--- src/rtl/pipe_pkg.sv ---
// Shared types and constants for pipeline stage registers.
package pipe_pkg;

   // Default instruction width and the NOP encoding used as the bubble value.
   localparam int              INSTR_W   = 32;
   localparam logic [INSTR_W-1:0] NOP_INSTR = '0;

   // Occupancy of a skid-buffered stage register.
   typedef enum logic [1:0] {
      PS_EMPTY = 2'd0,
      PS_ONE   = 2'd1,
      PS_FULL  = 2'd2
   } pipe_state_t;

endpackage

--- src/rtl/sat_counter.sv ---
// Saturating up-counter: increments on inc, sticks at all-ones,
// clears on synchronous active-low reset.
module sat_counter #(
   parameter int W = 16
) (
   input  logic         clk,
   input  logic         reset,
   input  logic         inc,
   output logic [W-1:0] cnt
);

   localparam logic [W-1:0] CNT_ONE = W'(1);
   localparam logic [W-1:0] CNT_MAX = '1;

   // Count events until the counter reaches its maximum value.
   always_ff @(posedge clk) begin
      if (!reset) begin
         cnt <= '0;
      end else if (inc && (cnt != CNT_MAX)) begin
         cnt <= cnt + CNT_ONE;
      end else begin
         cnt <= cnt;
      end
   end

endmodule

--- src/rtl/pipe_stage_skid.sv ---
// Generic pipeline stage register with valid/ready handshake, 2-entry skid
// buffer, hazard stall/flush and a configurable bubble value.
// Optional macro PIPE_PERF_CNT_EN adds stall/flush/bubble perf counters.
module pipe_stage_skid
   import pipe_pkg::*;
#(
   parameter int               WIDTH      = INSTR_W,
   parameter logic [WIDTH-1:0] BUBBLE_VAL = WIDTH'(NOP_INSTR),
   parameter int               CNT_W      = 16
) (
   input  logic             clk,
   input  logic             reset,
   input  logic             flush,
   input  logic             stall,
   input  logic             in_valid,
   output logic             in_ready,
   input  logic [WIDTH-1:0] in_data,
   output logic             out_valid,
   input  logic             out_ready,
   output logic [WIDTH-1:0] out_data
`ifdef PIPE_PERF_CNT_EN
   ,
   output logic [CNT_W-1:0] stall_cnt,
   output logic [CNT_W-1:0] flush_cnt,
   output logic [CNT_W-1:0] bubble_cnt
`endif
);

   pipe_state_t      state;
   pipe_state_t      state_next;
   logic [WIDTH-1:0] main_q;
   logic [WIDTH-1:0] main_next;
   logic [WIDTH-1:0] skid_q;
   logic [WIDTH-1:0] skid_next;
   logic             accept;
   logic             consume;

   // Counter width must be usable when the perf counters are built.
   if (CNT_W < 1) begin : g_cnt_w_check
      $error("pipe_stage_skid: CNT_W must be at least 1");
   end

   assign accept   = in_valid & in_ready;
   assign consume  = out_valid & out_ready & ~stall;
   assign out_data = main_q;

   // Next-state and storage update; flush outranks all handshake activity.
   always_comb begin
      state_next = state;
      main_next  = main_q;
      skid_next  = skid_q;
      if (flush) begin
         state_next = PS_EMPTY;
         main_next  = BUBBLE_VAL;
         skid_next  = BUBBLE_VAL;
      end else begin
         case (state)
            PS_EMPTY: begin
               if (accept) begin
                  main_next  = in_data;
                  state_next = PS_ONE;
               end else begin
                  state_next = PS_EMPTY;
               end
            end
            PS_ONE: begin
               if (accept && consume) begin
                  main_next  = in_data;
                  state_next = PS_ONE;
               end else if (accept) begin
                  skid_next  = in_data;
                  state_next = PS_FULL;
               end else if (consume) begin
                  main_next  = BUBBLE_VAL;
                  state_next = PS_EMPTY;
               end else begin
                  state_next = PS_ONE;
               end
            end
            PS_FULL: begin
               // in_ready is low here, so only the drain path exists.
               if (consume) begin
                  main_next  = skid_q;
                  skid_next  = BUBBLE_VAL;
                  state_next = PS_ONE;
               end else begin
                  state_next = PS_FULL;
               end
            end
            default: begin
               // Unreachable encoding: recover to a clean empty stage.
               state_next = PS_EMPTY;
               main_next  = BUBBLE_VAL;
               skid_next  = BUBBLE_VAL;
            end
         endcase
      end
   end

   // State, storage and registered handshake outputs derived from next state.
   always_ff @(posedge clk) begin
      if (!reset) begin
         state     <= PS_EMPTY;
         main_q    <= BUBBLE_VAL;
         skid_q    <= BUBBLE_VAL;
         in_ready  <= 1'b1;
         out_valid <= 1'b0;
      end else begin
         state     <= state_next;
         main_q    <= main_next;
         skid_q    <= skid_next;
         in_ready  <= (state_next != PS_FULL);
         out_valid <= (state_next != PS_EMPTY);
      end
   end

`ifdef PIPE_PERF_CNT_EN
   sat_counter #(.W(CNT_W)) u_stall_cnt (
      .clk   (clk),
      .reset (reset),
      .inc   (stall & out_valid),
      .cnt   (stall_cnt)
   );

   sat_counter #(.W(CNT_W)) u_flush_cnt (
      .clk   (clk),
      .reset (reset),
      .inc   (flush),
      .cnt   (flush_cnt)
   );

   sat_counter #(.W(CNT_W)) u_bubble_cnt (
      .clk   (clk),
      .reset (reset),
      .inc   (~out_valid & out_ready),
      .cnt   (bubble_cnt)
   );
`endif

endmodule
--- config.mk ---
export PLATFORM = sky130hd
export DESIGN_NAME = pipe_stage_skid
export DESIGN_NICKNAME = d
export VERILOG_FILES = /design/src/rtl/pipe_pkg.sv /design/src/rtl/sat_counter.sv /design/src/rtl/pipe_stage_skid.sv
export SDC_FILE = /design/constraint.sdc
export NUM_CORES = 1
export LEC_CHECK = 0
export BUFFER_PORTS_ARGS = -buffer_cell sky130_fd_sc_hd__buf_4
export CAP_MARGIN = 20
export CELL_PAD_IN_SITES_DETAIL_PLACEMENT = 1
export CELL_PAD_IN_SITES_GLOBAL_PLACEMENT = 1
export CORE_ASPECT_RATIO = 1.2
export CORE_MARGIN = 3
export CORE_UTILIZATION = 42
export CTS_BUF_LIST = sky130_fd_sc_hd__clkbuf_8 sky130_fd_sc_hd__clkbuf_16
export CTS_CLUSTER_SIZE = 14
export DETAILED_ROUTE_END_ITERATION = 16
export PLACE_DENSITY = 0.83
export SLEW_MARGIN = 0
export SYNTH_ARGS = -nofsm -noshare
export SYNTH_HDL_FRONTEND = slang
export SYNTH_SLANG_ARGS = --single-unit
--- constraint.sdc ---
create_clock -name clk -period 6 [get_ports clk]
set_clock_uncertainty 0.15 [all_clocks]
set_input_delay 1.2 -clock clk [delete_from_list [all_inputs] [get_ports clk]]
set_output_delay 1.2 -clock clk [all_outputs]
set_load 0.01 [all_outputs]
Word level (Yosys, flattened, before mapping). Cells that the tools add are included.

Logic and storage cells: 41. Flip-flop bits (word level): 68. Output and inout bits: 34. Bits of input ports: 38.

Muxes and demuxes: 15. Reduce and logical (&&, ||, !) cells: 6. Equality and inequality tests: 9. Bitwise logic cells: 6.

Operator list (number): $mux 32 (6); $pmux 32 s3 (2); $ne 2x2->1 const B (5); $mux 2 (4); $reduce_and 4->1 (2); $ne 3x3->1 const B (2); $pmux 2 s3 (1); $and 1x1->1 (3); $not 1->1 (3); $eq 2x1->1 const B (1); $eq 2x2->1 const B (1); $logic_not 2->1 (1); $mux 1 (2); $reduce_bool 2->1 (1); $reduce_or 2->1 (1); $logic_and 1x1->1 (1).

Logic depth before layout (Yosys ltp).
Depth in word-level cells: 8. Gate-level depth with buffers: 9.

Worst setup path after synthesis. OpenSTA, ideal clock, no wires.

Path kind: input to register. Start point: input stall. End point: register main_q[0] (netlist: out_data[0]). Library setup time: 0.070 ns. Data arrival time: 2.542 ns. Path buffers: 2. Setup slack: 3.238 ns. Stages: 9. Required time: 5.780 ns. Path through: nand3b_4 > inv_1 > ha_1 > nand2b_1 > and2_0 > clkbuf_1 > clkbuf_1 > a22oi_1 > o2bb2ai_1.

Cells in the longest elaborated chain, start to end: 5.

RTL lines: from (decl) (RTL line pipe_stage_skid.sv:14) `input logic stall,`; $not 1->1 (*) (RTL line pipe_stage_skid.sv:44) `assign consume = out_valid & out_ready & ~stall;`; $and 1x1->1 (*) (RTL line pipe_stage_skid.sv:44); $logic_and 1x1->1 (RTL line pipe_stage_skid.sv:67) `if (accept && consume) begin`; $ne 3x3->1 (no source line) / $mux 32 (equally long branches); $reduce_and 4->1 (no source line) / $pmux 32 s3 (equally long branches); to (signal assigned) (RTL line pipe_stage_skid.sv:110) `main_q <= main_next;`; to (decl) (RTL line pipe_stage_skid.sv:31) `logic [WIDTH-1:0] main_q;`.

Every way passes the cells marked *; elsewhere a longest branch is shown, timed or not. A chain may end at the register's enable or synchronous reset.

Worst setup path after layout.
Start point: input stall. End point: register main_q[14] (netlist: out_data[14]).

The elaborated chain is that of the path after synthesis.

==> reports/summary.txt <==
P&R area growth vs syn -> 25.0%
CTS Buffer Depth -> 2
Max Transition Viols Final -> 0
Min cycle time layout -> 3.04 ns
Post-route ant nets -> 0
Grt ovf -> 0
Leak Pwr -> 1.33 nW
Clk slew on worst S/H paths -> 0.07 ns
Relative slew slack -> 35.2%
Sequential fraction of the synthesis area -> 49.3%
Final Hold Viols -> 0
Status -> completed
Least-Margin Pin Slew -> 0.971 ns
Placement Setup Slack -> 2.60 ns
PortBufs -> 71
Area of the mapped netlist -> 2760 um^2
Peak VDD IR -> 0.122 mV
Yosys warning total -> 0
Vias in the first global route -> 2572
Final setup viols -> 0
Root Buffer -> clkbuf_8
Count leader, synth -> dfxtp_1
Post-Syn Instances -> 288
First-pass GRT wire length -> 12.5 mm
Initial antenna violation count -> 0
Number of CTS-inserted buffers -> 9
N_diodes -> 0
Total number of vias -> 2487
Die Height -> 94.8 um
Synth top cells by count -> 68 x dfxtp_1, 36 x a21oi_1, 33 x nand2_1, 33 x nand3_1, 32 x o2bb2ai_1
Primary FF master, synth -> dfxtp_1
Syn_nets -> 329
Fin worst setup slack -> 2.96 ns
Post-CTS setup buffers -> 0
Clock Latency Late Sink -> 0.33 ns
Routed len/inst -> 17.5 um
Startpoint Class -> input port
Fmax -> 329 MHz
PD cells -> 255 nW/um^2
Seq cells post-synth -> 68
# rows -> 31
Min Hold Slack -> 0.306 ns
Hold crit path type -> reg -> reg
CTS HTree Levels -> 3
Hpwl dp -> 4.86 mm
Share of layout cells above drive strength 1 -> 28.3%
Fraction of registers with async set/reset -> 0%
Nets -> 389
Post-Layout Cell Count -> 435
Largest net degree at the start of global routing -> 38
Die Area -> 7590 um^2
Synth top area share -> 49.3%
RePlAce Congestion -> 0.853
CTS sink count -> 68
Core area -> 6210 um^2
Vias/cell -> 5.72
Die X -> 80.0 um
Number of synthesized flops with an enable pin -> 0
Initial Utilization -> 44.5%
Main area contributors after synthesis -> dfxtp_1 49%, o2bb2ai_1 10%, a22oi_1 8.4%
CP arrival -> 3.10 ns
Synth area leader -> dfxtp_1
Wirelength, routed -> 7.59 mm
Crit Path Category -> in -> reg
Placed Cells incl. Taps -> 419
Post-synth cell types -> 29
Gr usage total -> 20.9%
Pre-Repair DR Iteration Count -> 4
Io pins -> 72
Syn Area/Cell -> 9.59 um^2
RSZ-0062 raised after global routing -> no
Setup slack, reg-to-reg -> 3.13 ns
TritonCTS clock tree -> yes
Final period util -> 50.6%
Max-cap violations -> 0
CP Data Required Time -> 6.06 ns
Crit path capture type -> flip-flop
CTS-repair resized insts -> 0
# DRC -> 0
Iter 0 DRT Violations -> 79
Top fanout value on the critical path -> 22
Setup TNS Final -> 0 ns
Cts hold-fix bufs -> 0
[layout by cell type (no fill, tap or decap), drive strengths merged, types with 2 or more instances in the layout]
cell,instances
clkbuf,10
clkinv,4
a22oi,32
inv,5
and2,2
o2bb2ai,32
nand3b,2
nand2b,2
nand3,33
dfxtp,68
ha,3
nor2b,2
buf,77
nand2,33
a21oi,36
nor2,2
[worst max-delay path: stages]
cell       delay, ns
buf_4           0.08
nand3b_4        0.17
inv_1           0.09
ha_1            0.22
inv_1           0.07
a2111oi_1       0.08
o21bai_2        0.77
buf_4           0.32
o2bb2ai_1       0.08
[cell type report]
| class | count | area [um^2] |
|---|---|---|
| tap | 82 | 103 |
| multi-input combinational | 188 | 1230 |
| clock inverter | 6 | 31.3 |
| clock buffer | 10 | 138 |
| inverter | 4 | 15.0 |
| timing repair buffer | 77 | 578 |
| fill | 732 | 2750 |
| sequential | 68 | 1360 |
[power by group]
group / total, mW / internal (mW) / switching [mW]
Clock: 0.321 / 0.157 / 0.165
Combinational: 0.0933 / 0.0416 / 0.0516
Sequential: 0.466 / 0.460 / 0.00588
Total: 0.880 / 0.658 / 0.222
[path summary, 6_finish.rpt]
kind | end | depth (start not counted) | from
worst max-delay path | out_data[14] | 9 | stall
worst min-delay path | skid_q[15] | 2 | skid_q[15]
worst max register to register | out_data[23] | 4 | state[1]
worst min register to register | skid_q[15] | 2 | skid_q[15]
[kinds of logic (layout without fill, tap and decap cells)]
group	count (synthesis)	in the layout	share of synthesized area, %
flops	68	68	49.3
fa+ha+maj	3	3	1.36
buf+inv	32	97	6.79
mux	1	1	0.408
compound gates	107	107	28.8
simple gates	77	77	13.4
[registers in the layout, summed over array words and instances (netlist names)]
signal and cells:
out_valid 1, out_data 32, in_ready 1, state 2, skid_q 32
[per-layer routing]
metal	wire length, um	global-route usage [%]	up-vias
li1	-	-	1179
met2	3810	34.7	73
met4	99	8.03	0
met5	0	0	-
met3	385	3.72	10
met1	3290	26.8	1225
[per-stage QoR]
| step | power (mW) | utilization, % | cell area [um^2] |
|---|---|---|---|
| 6_report | 0.880 | 55.6 | 3450 |
| 2_1_floorplan | 0.525 | - | 2760 |
| 5_1_grt | 0.921 | 55.6 | 3450 |
| 3_5_place_dp | 0.570 | 52.9 | 3280 |
| 4_1_cts | 0.890 | 55.6 | 3450 |
| 3_3_place_gp | 0.569 | 52.9 | 3280 |
(Power assumes the default switching activity.)
